===== config.mk =====
export PLATFORM = sky130hd
export DESIGN_NAME = execute_stage
export DESIGN_NICKNAME = d
export VERILOG_FILES = /design/src/rtl/execute_stage_pkg.sv /design/src/rtl/execute_stage_alu.sv /design/src/rtl/execute_stage.sv
export SDC_FILE = /design/constraint.sdc
export NUM_CORES = 1
export LEC_CHECK = 0
export ABC_AREA = 0
export BUFFER_PORTS_ARGS = -buffer_cell sky130_fd_sc_hd__buf_2
export CORE_ASPECT_RATIO = 1.1
export CORE_MARGIN = 2
export CORE_UTILIZATION = 55
export DETAILED_ROUTE_END_ITERATION = 16
export PLACE_DENSITY = 0.87
export REMOVE_ABC_BUFFERS = 1
export SYNTH_ARGS = -nofsm -noshare
export SYNTH_HDL_FRONTEND = slang
export SYNTH_SLANG_ARGS = --single-unit

===== constraint.sdc =====
create_clock -name clk -period 4.3 [get_ports clk]
set_input_delay 0.86 -clock clk [delete_from_list [all_inputs] [get_ports clk]]
set_output_delay 0.86 -clock clk [all_outputs]
set_load 0.02 [all_outputs]

===== src/rtl/execute_stage_pkg.sv =====
// Shared definitions for the light_rv32i execute stage: ALU op codes,
// forwarding select codes, branch funct3 codes and the EX/MEM register layout.
// Optional trap reporting is enabled with the LIGHT_EXEC_TRAP_EN macro.
package execute_stage_pkg;

  localparam int unsigned XLEN_DEF = 32;
  localparam int unsigned ALU_OP_W = 4;

  localparam logic [ALU_OP_W-1:0] ALU_ADD   = 4'd0,
                                  ALU_SUB   = 4'd1,
                                  ALU_SLL   = 4'd2,
                                  ALU_SLT   = 4'd3,
                                  ALU_SLTU  = 4'd4,
                                  ALU_XOR   = 4'd5,
                                  ALU_SRL   = 4'd6,
                                  ALU_SRA   = 4'd7,
                                  ALU_OR    = 4'd8,
                                  ALU_AND   = 4'd9,
                                  ALU_PASSB = 4'd10,
                                  ALU_AUIPC = 4'd11;

  localparam logic [1:0] FWD_PIPE     = 2'd0,
                         FWD_MEM      = 2'd1,
                         FWD_WB       = 2'd2,
                         FWD_PIPE_ALT = 2'd3;

  localparam logic [2:0] BR_EQ  = 3'b000,
                         BR_NE  = 3'b001,
                         BR_LT  = 3'b100,
                         BR_GE  = 3'b101,
                         BR_LTU = 3'b110,
                         BR_GEU = 3'b111;

  // EX/MEM pipeline register contents; all-zero is a bubble.
  typedef struct packed {
    logic [XLEN_DEF-1:0] target;
    logic [XLEN_DEF-1:0] result;
    logic                zero;
    logic [XLEN_DEF-1:0] reg2;
    logic [4:0]          regdst;
    logic                memtoreg;
    logic                regwren;
    logic                memwren;
    logic                branch;
    logic                jump;
`ifdef LIGHT_EXEC_TRAP_EN
    logic                trap;
`endif
  } ex_mem_t;

`ifdef LIGHT_EXEC_TRAP_EN
  // Op codes 12-15 are unassigned.
  function automatic logic is_illegal_op(input logic [ALU_OP_W-1:0] op);
    return op >= 4'd12;
  endfunction
`endif

endpackage


===== src/rtl/execute_stage_alu.sv =====
// Purely combinational ALU for the execute stage.
module execute_stage_alu
  import execute_stage_pkg::*;
#(
  parameter int unsigned XLEN = 32
) (
  input  logic [XLEN-1:0]     a_i,
  input  logic [XLEN-1:0]     b_i,
  input  logic [XLEN-1:0]     pc_i,
  input  logic [ALU_OP_W-1:0] alu_op_i,
  output logic [XLEN-1:0]     result_o
);

  logic [4:0] shamt;
  assign shamt = b_i[4:0];

  // Decode the op code; unassigned codes yield zero.
  always_comb begin
    result_o = '0;
    case (alu_op_i)
      ALU_ADD:   result_o = a_i + b_i;
      ALU_SUB:   result_o = a_i - b_i;
      ALU_SLL:   result_o = a_i << shamt;
      ALU_SLT:   result_o = {{(XLEN-1){1'b0}}, $signed(a_i) < $signed(b_i)};
      ALU_SLTU:  result_o = {{(XLEN-1){1'b0}}, a_i < b_i};
      ALU_XOR:   result_o = a_i ^ b_i;
      ALU_SRL:   result_o = a_i >> shamt;
      ALU_SRA:   result_o = $unsigned($signed(a_i) >>> shamt);
      ALU_OR:    result_o = a_i | b_i;
      ALU_AND:   result_o = a_i & b_i;
      ALU_PASSB: result_o = b_i;
      ALU_AUIPC: result_o = pc_i + b_i;
      default:   result_o = '0;
    endcase
  end

endmodule


===== src/rtl/execute_stage.sv =====
// light_rv32i execute stage: operand forwarding, ALU, branch compare, target
// computation and the EX/MEM pipeline registers with stall/flush.
// Define LIGHT_EXEC_TRAP_EN to add the o_pipe_Trap output.
module execute_stage
  import execute_stage_pkg::*;
#(
  parameter int unsigned XLEN = XLEN_DEF  // only 32 is supported
) (
  input  logic                clk,
  input  logic                reset,
  input  logic                i_stall,
  input  logic                i_flush,
  input  logic [1:0]          i_fwd_SlctA,
  input  logic [1:0]          i_fwd_SlctB,
  input  logic [XLEN-1:0]     i_fwd_MemData,
  input  logic [XLEN-1:0]     i_fwd_WbData,
  input  logic [XLEN-1:0]     i_pipe_PC,
  input  logic [XLEN-1:0]     i_pipe_Reg1Data,
  input  logic [XLEN-1:0]     i_pipe_Reg2Data,
  input  logic [XLEN-1:0]     i_pipe_Imm,
  input  logic [ALU_OP_W-1:0] i_pipe_AluOp,
  input  logic                i_pipe_AluSrc,
  input  logic [2:0]          i_pipe_Funct3,
  input  logic                i_pipe_JumpReg,
  input  logic                i_pipe_MemToReg,
  input  logic                i_pipe_RegWrEn,
  input  logic                i_pipe_MemWrEn,
  input  logic                i_pipe_Branch,
  input  logic                i_pipe_Jump,
  input  logic [4:0]          i_pipe_RegDst,
  output logic [XLEN-1:0]     o_pipe_TargetAddr,
  output logic [XLEN-1:0]     o_pipe_AluResult,
  output logic                o_pipe_Zero,
  output logic [XLEN-1:0]     o_pipe_Reg2Data,
  output logic [4:0]          o_pipe_RegDst,
  output logic                o_pipe_MemToReg,
  output logic                o_pipe_RegWrEn,
  output logic                o_pipe_MemWrEn,
  output logic                o_pipe_Branch,
`ifdef LIGHT_EXEC_TRAP_EN
  output logic                o_pipe_Trap,
`endif
  output logic                o_pipe_Jump
);

  logic [XLEN-1:0] op_a, fwd_b, op_b, alu_res, jalr_sum, target;
  logic            br_cond;
  ex_mem_t         ex_new, ex_d, ex_q;

  // Forwarding muxes; codes 0 and 3 both take the decode-stage value.
  always_comb begin
    case (i_fwd_SlctA)
      FWD_MEM: op_a = i_fwd_MemData;
      FWD_WB:  op_a = i_fwd_WbData;
      default: op_a = i_pipe_Reg1Data;
    endcase
    case (i_fwd_SlctB)
      FWD_MEM: fwd_b = i_fwd_MemData;
      FWD_WB:  fwd_b = i_fwd_WbData;
      default: fwd_b = i_pipe_Reg2Data;
    endcase
    op_b = i_pipe_AluSrc ? i_pipe_Imm : fwd_b;
  end

  execute_stage_alu #(
    .XLEN(XLEN)
  ) u_alu (
    .a_i      (op_a),
    .b_i      (op_b),
    .pc_i     (i_pipe_PC),
    .alu_op_i (i_pipe_AluOp),
    .result_o (alu_res)
  );

  // Branch compare always uses the forwarded rs2, never the immediate.
  always_comb begin
    case (i_pipe_Funct3)
      BR_EQ:   br_cond = (op_a == fwd_b);
      BR_NE:   br_cond = (op_a != fwd_b);
      BR_LT:   br_cond = ($signed(op_a) < $signed(fwd_b));
      BR_GE:   br_cond = ($signed(op_a) >= $signed(fwd_b));
      BR_LTU:  br_cond = (op_a < fwd_b);
      BR_GEU:  br_cond = (op_a >= fwd_b);
      default: br_cond = 1'b0;
    endcase
  end

  // Branch/jump target; JALR clears bit 0.
  always_comb begin
    jalr_sum = op_a + i_pipe_Imm;
    target   = i_pipe_JumpReg ? {jalr_sum[XLEN-1:1], 1'b0} : (i_pipe_PC + i_pipe_Imm);
  end

  // Assemble the value the EX/MEM register would load this cycle.
  always_comb begin
    ex_new          = '0;
    ex_new.target   = target;
    ex_new.result   = i_pipe_Jump ? (i_pipe_PC + XLEN'(4)) : alu_res;
    ex_new.zero     = br_cond & i_pipe_Branch;
    ex_new.reg2     = fwd_b;
    ex_new.regdst   = i_pipe_RegDst;
    ex_new.memtoreg = i_pipe_MemToReg;
    ex_new.regwren  = i_pipe_RegWrEn;
    ex_new.memwren  = i_pipe_MemWrEn;
    ex_new.branch   = i_pipe_Branch;
    ex_new.jump     = i_pipe_Jump;
`ifdef LIGHT_EXEC_TRAP_EN
    ex_new.trap = (is_illegal_op(i_pipe_AluOp) && i_pipe_RegWrEn) ||
                  ((ex_new.zero || i_pipe_Jump) && target[1]);
    if (ex_new.trap) begin
      ex_new.regwren = 1'b0;
      ex_new.memwren = 1'b0;
      ex_new.branch  = 1'b0;
      ex_new.jump    = 1'b0;
    end
`endif
  end

  // Flush beats stall; stall holds everything.
  always_comb begin
    ex_d = ex_q;
    if (i_flush) begin
      ex_d = '0;
    end else if (!i_stall) begin
      ex_d = ex_new;
    end
  end

  // EX/MEM pipeline register.
  always_ff @(posedge clk or posedge reset) begin
    if (reset) begin
      ex_q <= '0;
    end else begin
      ex_q <= ex_d;
    end
  end

  assign o_pipe_TargetAddr = ex_q.target;
  assign o_pipe_AluResult  = ex_q.result;
  assign o_pipe_Zero       = ex_q.zero;
  assign o_pipe_Reg2Data   = ex_q.reg2;
  assign o_pipe_RegDst     = ex_q.regdst;
  assign o_pipe_MemToReg   = ex_q.memtoreg;
  assign o_pipe_RegWrEn    = ex_q.regwren;
  assign o_pipe_MemWrEn    = ex_q.memwren;
  assign o_pipe_Branch     = ex_q.branch;
  assign o_pipe_Jump       = ex_q.jump;
`ifdef LIGHT_EXEC_TRAP_EN
  assign o_pipe_Trap       = ex_q.trap;
`endif

endmodule

==> metrics, run 1 <==
run status did not finish; Last stage 5_1_grt; Error [ERROR GRT-0116] Global routing finished with congestion. Check the congestion regions in the DRC Viewer.; Synth cell types 97; post-synthesis register bit count 107; cell count after synthesis 2,834; Mapped Area 20,400 um^2; GRT Residual Overflow 511; All-Layer GR Usage 0.732; CTS H-tree lvls 3; largest area contributor in the netlist ha_1; CTS root buffer clkbuf_16; num rows 74; TritonCTS buffer count 9; quantity of I/O buffers inserted on ports 325; placer's final routability congestion estimate 1.31; # clock sinks 107; post-DP HPWL 85.2 mm; yosys warns 0; clk buf depth 2; vias in the first global route 35,268; Seq/Total Area, Yosys 0.131; Starting Density 0.554; first-pass GRT wire length 222 mm; io pins 326; post-synth top area share 0.137; largest net degree at the start of global routing 70; Die Y 206 um; top post-synthesis cells by area ha_1, dfrtp_1, a21oi_1; commonest register cell after synthesis dfrtp_1; syn avg cell area 7.20 um^2; EDFF count, synth 0; CTS hold repair buffers 0; Synth async-reset ratio 1.00; chip width 188 um
-- cell usage after synthesis (12+ instances only) --
library cell and instances:
mux2_2 20, a31oi_1 30, nor3_1 50, o21a_1 17, ha_1 223, o21bai_1 20, or3_1 17, o211ai_1 29
buf_1 20, o22ai_1 18, a211oi_1 51, a21oi_1 282, a22oi_1 42, and3_1 33, nor2_1 288, xor2_1 48
inv_1 137, nor2b_1 28, a221oi_1 40, nand3_1 41, nand4_1 23, xnor2_1 75, buf_4 12, o21ai_1 17
o31ai_1 16, dfrtp_1 107, nand2_1 259, and2_1 18, o221ai_1 29, a211o_1 16, a21o_1 69, a221o_1 41
a22o_1 17, buf_2 31, clkbuf_1 113, nand2b_1 26, o21ai_0 243, mux2i_1 133
-- routing by layer --
metal  track usage  GRT overflow
met1         0.728             6
met4         0.733           173
met5         0.265             1
met2         0.883           321
met3         0.606            10
-- kinds of logic after synthesis --
group                      Yosys count  share of synthesized area
AOI/OAI and AO/OA                 1061                      0.342
xor gates and xnor gates           123                     0.0528
adders and majority gates          226                      0.140
buffers and inverters              323                     0.0664
DFF                                107                      0.131
muxes                              158                     0.0808
and+or+nand+nor                    836                      0.187
-- stage by stage --
step,setup WS (ns),setup TNS [ns],hold WS (ns),instance area [um^2],std cells
2_1_floorplan,-1.85,-54.78,0.590,19600,2654
3_3_place_gp,-0.848,-18.57,0.460,27000,4116
3_5_place_dp,-0.960,-26.64,0.474,27000,4116
4_1_cts,0.00292,0,0.495,27800,4141
-- what timing repair did --
action | CTS
pin swaps | 25
endpoints found under the setup margin | 38
buffers inserted | 9
gates resized for setup | 105
==> run 2: changes to the inputs <==
CORE_ASPECT_RATIO = not set   (was 1.1)
CORE_UTILIZATION = 40   (was 55)
PLACE_DENSITY = not set   (was 0.87)
PLACE_DENSITY_LB_ADDON = 0.15   (was not set)
==> metrics, run 2 <==
CP dominant cell by count buf_6; syn avg cell area 7.20 um^2 (unchanged); chip width 230 um (+22%); Net count, final 4,270; 1st-pass router iterations 5; All-Layer GR Usage 0.447; RSZ-0062 raised after global routing yes; initial antenna violation count 2; die area 52,900 um^2; fmax 226 MHz; period utilization 1.03; drt wl/cell 27.6 um; clk slew on worst S/H paths 0.09 ns; first-pass GRT wire length 176 mm; TritonCTS clock tree built; latest clock arrival within the worst-skew pair 0.41 ns; top-count cell post-synth nor2_1; Seq/Total Area, Yosys 0.131 (unchanged); number of DRC markers in iteration 0 3,211; Via density 6.29; largest area contributor in the netlist ha_1; num rows 82 (+11%); layout cell share with drive strength beyond 1 0.373; CP Cell Sequence buf_6 -> buf_6 -> ha_4 -> buf_6 -> buf_12 -> buf_12 -> a221o_1 -> o21ai_2 -> o21ai_2 -> ha_4 -> nor2b_4 -> or4_4 -> o221ai_4 -> a211o_1 -> o21ai_4 -> a31o_4 -> a21o_1 -> xnor2_2 -> a2111oi_2 -> a21oi_1; crit-path max FO 8; GRT Residual Overflow 0; post-synthesis register bit count 107 (unchanged); synth-to-layout area growth 48.5%; post-synth top area share 0.137 (unchanged); largest family of logic cells by synthesized area compound AO/OA/AOI/OAI gates; post-DP HPWL 99.5 mm (+17%); Synth cell types 97 (unchanged); final WL 124 mm; Synth Area in Simple Gates 0.187 (unchanged); top post-synthesis cells by area ha_1, dfrtp_1, a21oi_1; Crit path arrival time 4.71 ns; commonest register cell after synthesis dfrtp_1; placer's final routability congestion estimate 1.10 (-16%); TritonCTS buffer count 9 (unchanged); Adder-Cell Fraction of Synth Area 0.140 (unchanged); fin. max-slew vios 0; clk buf depth 2 (unchanged); Die Y 230 um (+12%); metal3 WL 12.5 mm; maximum vdd drop 0.214 mV; MaxCap Viol Count 0; most frequent cells in the layout buf_4, buf_2, nor2_1, nand2_1, a21oi_1; uppermost routed layer met4; io pins 326 (unchanged); Fin. Hold Viols 0; commonest non-fill, non-tap cell in the layout buf_4; Crit. End Element flip-flop; Final Setup Violations 6; Power Dens Cells 292 nW/um^2; relative slew slack 0.306; via count 28,329; Starting Density 0.406 (-0.148); WP buf/inv 5; WL met2 54.4 mm; DRC Markers 0; delay-heaviest family, CP compound AO/OA/AOI/OAI gates; Setup CP Type input pin to flip-flop; reported leakage power 14.8 nW; cell count after synthesis 2,834 (unchanged); worst endpoint required time 4.59 ns; Worst setup startpoint i_fwd_SlctB[0]; met1 WL 47.8 mm; # clock sinks 107 (unchanged); run status finished with violations; post-synthesis compound-gate area fraction 0.342 (unchanged); final worst slack -0.121 ns; Worst setup SP type input pin; Fin Setup TNS -0.427 ns; reg2reg start o_pipe_AluResult[25]$_DFFE_PP0P_; Hold Path Class flip-flop to flip-flop; Synth async-reset ratio 1.00 (unchanged); CTS hold repair buffers 0 (unchanged); yosys warns 0 (unchanged); post-route ant nets 0; most frequent cells after synthesis nor2_1, a21oi_1, nand2_1, o21ai_0, ha_1; largest net degree at the start of global routing 84; core area 50,300 um^2; min Tclk post-route 4.42 ns; quantity of I/O buffers inserted on ports 325 (unchanged); Pwr Total 0.00884 W; violated checks setup timing; slew at the pin closest to its max-slew limit 1.04 ns; slowest stage delay, CP 0.49 ns; vias in the first global route 27,371; CTS root buffer clkbuf_16; HP Start o_pipe_TargetAddr[12]$_DFFE_PP0P_; CTS H-tree lvls 3 (unchanged); Synth Area in XOR/XNOR 0.0528 (unchanged); Final Skew 0 ns; Mapped Area 20,400 um^2 (unchanged); EDFF count, synth 0 (unchanged); slowest stage cell, crit path or4_4; mux cell area share after synthesis 0.0808 (unchanged)
[run 2: cell counts after synthesis]
No cell type changed its count.
[run 2: final timing paths]
kind,endpoint,slack [ns],cells past startpoint
hold / removal,o_pipe_TargetAddr[12]$_DFFE_PP0P_,0.50,2
max in group asynchronous,o_pipe_AluResult[11]$_DFFE_PP0P_,2.84,3
min in group asynchronous,o_pipe_RegDst[2]$_DFFE_PP0P_,0.58,2
setup / recovery,o_pipe_AluResult[25]$_DFFE_PP0P_,-0.12,20
setup reg to reg,o_pipe_AluResult[25]$_DFFE_PP0P_,1.99,6
hold reg to reg,o_pipe_TargetAddr[12]$_DFFE_PP0P_,0.50,2
[run 2: power breakdown]
| part | switching (W) | internal, W |
|---|---|---|
| logic | 0.00375 | 0.00298 |
| clock network | 0.000549 | 0.000405 |
| registers | 0.0000644 | 0.00109 |
[run 2: metrics by stage]
step / instances / util / hold slack [ns] / setup slack, ns / instance area (um^2)
after floorplan: 2654 / - / 0.590 / -1.85 / 19600
after global placement: 4448 / 0.563 / 0.460 / -1.05 / 28300
after detailed placement: 4448 / 0.563 / 0.473 / -1.06 / 28300
after CTS: 4476 / 0.584 / 0.492 / -0.120 / 29400
after global routing: 4503 / 0.603 / 0.536 / -0.216 / 30300
final: 4505 / 0.603 / 0.498 / -0.121 / 30300
[run 2: metal layers]
metal	vias up	track usage
met3	454	0.102
met4	0	0.287
met2	1855	0.710
met5	-	0
li1	12498	-
met1	13522	0.545
[run 2: final cells by class]
type	count	area, um^2
Sequential cell	107	2680
Antenna cell	4	10.0
Inverter	143	559
Fill cell	4723	20000
Tap cell	672	841
Clock inverter	6	60.1
Timing Repair Buffer	1160	8310
Clock buffer	9	225
Multi-Input combinational cell	2404	17600
[run 2: cell families after synthesis]
kind of cell,Yosys count
mux,158
xor+xnor,123
fa+ha+maj,226
simple gates,836
buf+inv,323
compound gates,1061
flops,107
[run 2: what timing repair did]
| item | CTS | global route |
|---|---|---|
| resized for setup | 163 | 168 |
| gates cloned | 1 | 4 |
| pin swaps | 73 | 91 |
| buffers inserted | 14 | 23 |
| setup endpoints to repair | 40 | 42 |
[run 2: tightest hold or removal path: cells and delay by family (launching register included)]
family          cells  cell delay [ns]
compound gates      1             0.06
flops               1             0.36
simple gates        1             0.05
Note: power is estimated with default switching activity, not from simulation.
